==> src/rtl/multicycle_controller.sv <==
// Multicycle ARM control FSM: sequences fetch/decode/execute/memory/writeback over a shared ALU and memory port.
// Latency: DP 4, LDR 5, STR 4, B 3, unsupported 2 cycles, plus one per memory wait cycle when MEM_WAIT=1.
// Backpressure: FETCH, MEMRD and MEMWR hold while mem_ready=0 (MEM_WAIT=1 only); no other stalls.
module multicycle_controller #(
    parameter int          MEM_WAIT   = 0,
    parameter logic [3:0]  FLAGS_INIT = 4'b0000
) (
    input  logic       clk,
    input  logic       reset,
    input  logic [1:0] op,
    input  logic [5:0] funct,
    input  logic [3:0] rd,
    input  logic [3:0] cond,
    input  logic [3:0] alu_flags,
    input  logic       mem_ready,
    output logic       pc_write,
    output logic       ir_write,
    output logic       reg_write,
    output logic       mem_write,
    output logic       adr_src,
    output logic       alu_src_a,
    output logic [1:0] alu_src_b,
    output logic [1:0] result_src,
    output logic [1:0] imm_src,
    output logic [1:0] reg_src,
    output logic [2:0] alu_ctl,
    output logic       shift,
    output logic       carry,
    output logic       swap,
    output logic       inv,
    output logic [3:0] state_o
);

    typedef enum logic [3:0] {
        FETCH  = 4'd0, DECODE = 4'd1, MEMADR = 4'd2, MEMRD  = 4'd3, MEMWB = 4'd4,
        MEMWR  = 4'd5, EXECR  = 4'd6, EXECI  = 4'd7, ALUWB  = 4'd8, BRANCH = 4'd9
    } state_t;

    localparam logic [2:0] ALU_ADD = 3'b000;
    localparam logic [2:0] ALU_SUB = 3'b001;
    localparam logic [2:0] ALU_AND = 3'b010;
    localparam logic [2:0] ALU_ORR = 3'b011;
    localparam logic [2:0] ALU_ADC = 3'b100;

    state_t     state, state_n, cur;
    logic [3:0] flags_q;
    logic       cond_ex, cond_ex_q;
    logic       n_f, z_f, c_f, v_f;
    logic       mem_done;
    logic [3:0] cmd;
    logic       s_bit, is_cmp;
    logic [2:0] dec_ctl;
    logic       dec_shift, dec_carry, dec_swap, dec_inv, no_write, cv_upd;

    assign {n_f, z_f, c_f, v_f} = flags_q;
    assign mem_done = (MEM_WAIT == 0) || mem_ready;
    assign cmd      = funct[4:1];
    assign s_bit    = funct[0];
    assign is_cmp   = (cmd == 4'b1010);
    // Reset shows FETCH outputs immediately, without waiting for the edge.
    assign cur      = reset ? FETCH : state;
    assign state_o  = cur;
    assign imm_src  = op;
    assign reg_src  = {op == 2'b01, op == 2'b10};

    always_comb begin
        cond_ex = 1'b0;
        case (cond)
            4'b0000: cond_ex = z_f;
            4'b0001: cond_ex = !z_f;
            4'b0010: cond_ex = c_f;
            4'b0011: cond_ex = !c_f;
            4'b0100: cond_ex = n_f;
            4'b0101: cond_ex = !n_f;
            4'b0110: cond_ex = v_f;
            4'b0111: cond_ex = !v_f;
            4'b1000: cond_ex = c_f && !z_f;
            4'b1001: cond_ex = !c_f || z_f;
            4'b1010: cond_ex = (n_f == v_f);
            4'b1011: cond_ex = (n_f != v_f);
            4'b1100: cond_ex = !z_f && (n_f == v_f);
            4'b1101: cond_ex = z_f || (n_f != v_f);
            4'b1110: cond_ex = 1'b1;
            default: cond_ex = 1'b0;
        endcase
    end

    always_comb begin
        dec_ctl   = ALU_ADD;
        dec_shift = 1'b0;
        dec_carry = 1'b0;
        dec_swap  = 1'b0;
        dec_inv   = 1'b0;
        no_write  = 1'b0;
        cv_upd    = 1'b0;
        case (cmd)
            4'b0100: cv_upd = 1'b1;
            4'b0010: begin dec_ctl = ALU_SUB; cv_upd = 1'b1; end
            4'b1010: begin dec_ctl = ALU_SUB; cv_upd = 1'b1; no_write = 1'b1; end
            4'b0011: begin dec_ctl = ALU_SUB; cv_upd = 1'b1; dec_swap = 1'b1; end
            4'b0000: dec_ctl = ALU_AND;
            4'b1100: dec_ctl = ALU_ORR;
            4'b0101: begin dec_ctl = ALU_ADC; cv_upd = 1'b1; dec_carry = c_f; end
            4'b1101: dec_shift = 1'b1;
            4'b1111: begin dec_shift = 1'b1; dec_inv = 1'b1; end
            default: ;
        endcase
    end

    always_comb begin
        state_n    = FETCH;
        pc_write   = 1'b0;
        ir_write   = 1'b0;
        reg_write  = 1'b0;
        mem_write  = 1'b0;
        adr_src    = 1'b0;
        alu_src_a  = 1'b0;
        alu_src_b  = 2'b00;
        result_src = 2'b00;
        alu_ctl    = ALU_ADD;
        shift      = 1'b0;
        carry      = 1'b0;
        swap       = 1'b0;
        inv        = 1'b0;
        case (cur)
            FETCH: begin
                alu_src_a  = 1'b1;
                alu_src_b  = 2'b10;
                result_src = 2'b10;
                state_n    = FETCH;
                if (mem_done) begin
                    ir_write = 1'b1;
                    pc_write = 1'b1;
                    state_n  = DECODE;
                end
            end
            DECODE: begin
                alu_src_a = 1'b1;
                alu_src_b = 2'b10;
                case (op)
                    2'b01:   state_n = MEMADR;
                    2'b00:   state_n = funct[5] ? EXECI : EXECR;
                    2'b10:   state_n = BRANCH;
                    default: state_n = FETCH;
                endcase
            end
            MEMADR: begin
                alu_src_b = 2'b01;
                state_n   = funct[0] ? MEMRD : MEMWR;
            end
            MEMRD: begin
                adr_src = 1'b1;
                state_n = mem_done ? MEMWB : MEMRD;
            end
            MEMWR: begin
                adr_src   = 1'b1;
                mem_write = cond_ex_q;
                state_n   = mem_done ? FETCH : MEMWR;
            end
            MEMWB: begin
                result_src = 2'b01;
                reg_write  = cond_ex_q;
                pc_write   = cond_ex_q && (rd == 4'd15);
            end
            EXECR, EXECI: begin
                alu_src_b = (cur == EXECI) ? 2'b01 : 2'b00;
                alu_ctl   = dec_ctl;
                shift     = dec_shift;
                carry     = dec_carry;
                swap      = dec_swap;
                inv       = dec_inv;
                state_n   = ALUWB;
            end
            ALUWB: begin
                reg_write = cond_ex_q && !no_write;
                pc_write  = cond_ex_q && !no_write && (rd == 4'd15);
            end
            BRANCH: begin
                alu_src_b  = 2'b01;
                result_src = 2'b10;
                pc_write   = cond_ex_q;
            end
            default: state_n = FETCH;
        endcase
        if (reset) begin
            pc_write  = 1'b0;
            ir_write  = 1'b0;
            reg_write = 1'b0;
            mem_write = 1'b0;
        end
    end

    always_ff @(posedge clk) begin
        if (reset) begin
            state     <= FETCH;
            flags_q   <= FLAGS_INIT;
            cond_ex_q <= 1'b0;
        end else begin
            state <= state_n;
            if (state == DECODE)
                cond_ex_q <= cond_ex;
            // CMP exists only to set flags, so it ignores S.
            if ((state == EXECR || state == EXECI) && cond_ex_q && (s_bit || is_cmp)) begin
                flags_q[3:2] <= alu_flags[3:2];
                if (cv_upd)
                    flags_q[1:0] <= alu_flags[1:0];
            end
        end
    end

endmodule

==> config.mk <==
export PLATFORM = sky130hd
export DESIGN_NAME = multicycle_controller
export DESIGN_NICKNAME = d
export VERILOG_FILES = /design/src/rtl/multicycle_controller.sv
export SDC_FILE = /design/constraint.sdc
export NUM_CORES = 1
export LEC_CHECK = 0
export ABC_AREA = 1
export CAP_MARGIN = 10
export CORE_MARGIN = 2
export CORE_UTILIZATION = 33
export CTS_CLUSTER_DIAMETER = 120
export DETAILED_ROUTE_END_ITERATION = 8
export PLACE_DENSITY = 0.7
export SLEW_MARGIN = 25
export SYNTH_ARGS = -nofsm -noshare
export SYNTH_HDL_FRONTEND = slang
export SYNTH_SLANG_ARGS = --single-unit
export TNS_END_PERCENT = 5
==> constraint.sdc <==
create_clock -name clk -period 4.2 [get_ports clk]
set_clock_uncertainty 0.15 [all_clocks]
set_input_delay 1.05 -clock clk [delete_from_list [all_inputs] [get_ports clk]]
set_output_delay 1.05 -clock clk [all_outputs]
set_load 0.005 [all_outputs]
Yosys cells after proc, flatten, opt, wreduce, memory -nomap -nowiden
Cells that the tools add are included.
{"block": "classes", "n_eq_ne": 39, "muxes": 31, "reduce_logical": 29}
{"operator": "== test 4 bit, second input constant", "count": 14}
{"operator": "== test 4 x 3 -> 1 bit, second input constant", "count": 12}
{"operator": "== test 4 x 2 -> 1 bit, second input constant", "count": 6}
{"operator": "2-to-1 mux 1 bit", "count": 20}
{"operator": "one-hot mux 4 bit (5 select lines)", "count": 1}
{"operator": "one-hot mux 1 bit (15 select lines)", "count": 1}
{"operator": "== test 4 x 1 -> 1 bit, second input constant", "count": 3}
{"operator": "zero test 4 bit", "count": 3}
{"operator": "one-hot mux 3 bit (4 select lines)", "count": 1}
{"operator": "one-hot mux 4 bit (3 select lines)", "count": 1}
{"operator": "OR reduction 2 bit", "count": 6}
{"operator": "logical AND 1 bit", "count": 7}
{"operator": "2-to-1 mux 3 bit", "count": 2}
{"operator": "one-hot mux 2 bit (3 select lines)", "count": 1}
{"operator": "zero test 1 bit", "count": 5}
{"operator": "OR reduction 5 bit", "count": 1}
{"operator": "logical OR 1 bit", "count": 4}
{"operator": "2-to-1 mux 4 bit", "count": 1}
{"operator": "one-hot mux 1 bit (4 select lines)", "count": 1}
{"operator": "one-hot mux 2 bit (2 select lines)", "count": 1}
{"operator": "OR reduction 3 bit", "count": 1}
{"operator": "== test 2 x 1 -> 1 bit, second input constant", "count": 1}
{"operator": "== test 2 bit, second input constant", "count": 1}
{"operator": "zero test 2 bit", "count": 1}
{"operator": "other kinds (4)", "count": 4}
{"block": "word_totals", "regBits": 9, "output_inout_bits": 25}

Depth between registers and ports, before layout
{"block": "logic_depth", "depth_word": 7, "mapped_depth": 10}

Worst setup path before layout
Ideal clock, no wire load.
{"block": "synth_path", "path_type": "input to output", "start": "input port reset", "end": "output port pc_write", "arrival_time_ns": 1.806, "setup_slack_ns": 1.194, "cell_stages": 5, "path_cell_list": "nor2_2 > nand2_1 > nor3_1 > nor2_1 > a2bb2oi_2"}
{"block": "synth_between", "elab_chain_len": 4, "word_cells_on_any_way": 7, "classes_between": "3 x eq/ne; 3 x mux; 1 x reduce/logical"}
{"item": "start, declared", "line": "9", "source": "input logic reset,"}
{"item": "2-to-1 mux 4 bit", "line": "61", "source": "assign cur = reset ? FETCH : state;"}
{"item": "== test 4 bit (tied with other cells)", "line": "125", "source": "case (cur)"}
{"item": "one-hot mux 1 bit (4 select lines)", "line": "125"}
{"item": "2-to-1 mux 1 bit *", "line": "185", "source": "if (reset) begin"}
{"item": "end, declared", "line": "16", "source": "output logic pc_write,"}
Mark *: on every way between the ends. The rest lies on a longest branch, timed or not.

Final worst setup path
{"block": "layout_path", "start": "input port funct[1]", "end": "output port alu_ctl[0]"}
{"block": "layout_between", "elab_chain_len": 4, "word_cells_on_any_way": 9, "classes_between": "5 x eq/ne; 2 x mux; 2 x reduce/logical"}
{"item": "start, declared", "line": "11", "source": "input logic [5:0] funct,"}
{"item": "== test 4 bit / == test 4 x 2 -> 1 bit (equally long branches)", "line": "96", "source": "case (cmd)"}
{"item": "OR reduction 3 bit (no source line)"}
{"item": "one-hot mux 3 bit (4 select lines) *", "line": "96"}
{"item": "2-to-1 mux 3 bit *", "line": "125"}
{"item": "end, declared", "line": "26", "source": "output logic [2:0] alu_ctl,"}
Marked as above.

==> qor.csv <==
metric;value;unit
Pre-Repair DR Iteration Count;4;
WL final;2510;um
Placed Instances;246;
max_slew headroom;75.4;%
status;finished clean;
IO buf count;46;
die area;3250;um^2
1st-iter DRT viols;41;
ratio of final minimum period to clock period;91.5;%
Sink Count;9;
global-route wire length before repair;4420;um
final setup vio count;0;
flip-flop and latch count after synthesis;9;
Critical Path RT;3000;ps
routability cong.;0.947;
max_cap viols;0;
clock period minus worst slack;3840;ps
cell area after layout;1480;um^2
antenna violations before repair;0;
share of layout cells above drive strength 1;10.5;%
GRT Residual Overflow;0;
critical path arrival;2640;ps
hold_sp;flags_q[2];
Overall Global Routing Usage;16.9;%
WS Path Type;in2out;
critical-path cell list;clkdlybuf4s50_1, inv_1, nand3_1, nor2_1, nor2_1, o21ai_0, nand2_1, inv_1, clkdlybuf4s50_1;
core box area;2710;um^2
Cell Pwr Density;170;nW/um^2
Max Fanout on Critical Path;3;
Area Overhead vs Synth;59.7;%
mean area per synthesized cell;5.54;um^2
reg-to-reg endpoint;flags_q[1];
TritonCTS clock tree;built;
Hold Fails Final Rpt;0;
Synth Cell Area;926;um^2
WHS Path Cells;2;
critical path's largest stage delay;490;ps
Layout Nets;243;
clock root buffer;clkbuf_4;
WP depth;9;
fin. max-slew vios;0;
number of synthesized flops with an enable pin;0;
final core utilization;54.6;%
DR vias/cell;4.70;
worst skew pair latency;250;ps
Max Clk Rate;260;MHz
synth warn;0;
async set-reset flop share out of synthesis;0;%
r2r setup slk;2660;ps
RSZ-0062 raised after global routing;no;
Top Ports;48;
Die W;57.0;um
Placed Area;1440;um^2
DRC errors left;0;
Worst Path Buf+Inv;4;
Tightest Hold Check Type;reg2reg;
CTS Buf Count;3;
Mapped Nets;190;
Antenna diodes;0;
most frequent cells in the layout;nand2_1 (45), clkdlybuf4s50_1 (45), inv_1 (29), nor2_1 (28), nand3_1 (11);
Seq/Total Area, Yosys;19.5;%
row count;19;
DR WL/cell;10.0;um
vias in the first global route;1077;
reg2reg path depth;9;
Initial Util;34.2;%
post-CTS setup buffer count;0;
Die Y;57.0;um
Lkg Pwr;0.697;nW
delay-heaviest family, CP;buffers and inverters;
Yosys cell types;25;
Cells after Synth;167;
clk slew on worst S/H paths;60;ps
r2r startpoint;state[1];
Max rail drop VDD;89.0;uV
cell taking the most area after synthesis;dfxtp_1;
CTS Buffer Depth;2;
critical-path cell with the highest stage delay;clkdlybuf4s50_1;
largest net degree at the start of global routing;8;
Tightest Pin Transition;368;ps
post-detail-place hpwl;2100;um
post-synth top area share;19.5;%
Setup crit start kind;primary input;
Most used DFF post-synth;dfxtp_1;
CTS H-tree lvls;1;
vias;1175;
Hold EP;flags_q[2];
Antenna Nets Post-Route;0;
Crit. End Element;output pin;
fin cells;250;
Hold Slack;335;ps
synth top area cells;dfxtp_1 (19%), nand2_1 (18%), inv_1 (12%), nor2_1 (11%), nand3_1 (5.9%);
[sequential cells by signal (all words and copies together) (netlist names)]
| name | count |
|---|---|
| flags_q | 4 |
| state | 4 |
| cond_ex_q | 1 |
[worst min-delay path: stages (launching register included)]
cell	delay, ps
dfxtp_1	320
inv_1	70
a21oi_1	50
[synth_stat cells (2+ instances only)]
master   count
nor2_2       3
dfxtp_1      9
nor3_1       6
nand4_1      3
a21oi_1      6
a31oi_1      2
inv_1       29
nand3_1     11
nor2_1      28
buf_4        2
nand2_4      3
nand2_1     45
inv_2        2
o21ai_0      7
[through the flow]
| step | TNS [ps] | worst slack, ps | power [mW] |
|---|---|---|---|
| floorplan | 0 | 1190 | 0.136 |
| global placement | -157 | -51.9 | 0.188 |
| detailed placement | -94.0 | -37.9 | 0.188 |
| CTS | 0 | 8.83 | 0.256 |
| global route | 0 | 166 | 0.269 |
| finish | 0 | 355 | 0.251 |
[worst max path at each step]
| stage | start | endpoint | slack (ps) |
|---|---|---|---|
| after global routing | funct[3] | alu_ctl[0] | 170 |
| final | funct[1] | alu_ctl[0] | 360 |
| after global placement | reset | alu_ctl[1] | -50 |
| after floorplan | reset | pc_write | 1190 |
| after CTS | reset | pc_write | 9 |
| after detailed placement | reset | carry | -40 |
[report_power, final]
| group | internal [mW] | total, mW | switching [mW] |
|---|---|---|---|
| Clock | 0.0364 | 0.0639 | 0.0275 |
| Combinational | 0.0503 | 0.0954 | 0.0451 |
| Sequential | 0.0888 | 0.0917 | 0.00295 |
| Total | 0.176 | 0.251 | 0.0756 |
[what timing repair did]
action | CTS | global route
endpoints found under the setup margin | 5 | 9
hold buffers | 0 | 0
resized for setup | 2 | 1
[final cells by class]
cell class              instances  area (um^2)
repair buffers                 50          493
clock buffers                   4         26.3
inverters                      31          116
fillers                       288         1230
well taps                      31         38.8
multi-input cells             125          624
flip-flops and latches          9          180
[metal layers]
layer  up-vias  share of wire [%]  global-route usage (%)
met5         -                  0                       0
met4         0                1.8                    8.31
met3         4                6.1                    2.27
met2        39                 45                    26.4
met1       497                 47                    22.9
li1        635                  -                       -
[cells by family after synthesis]
kind of cell           after synthesis  share of synthesized area [%]
AND/OR/NAND/NOR                    103                           50.3
AO/OA/AOI/OAI                       22                           16.1
flip-flops                           9                           19.5
buffers and inverters               33                           14.2
Power figures use the tool's default switching activity.
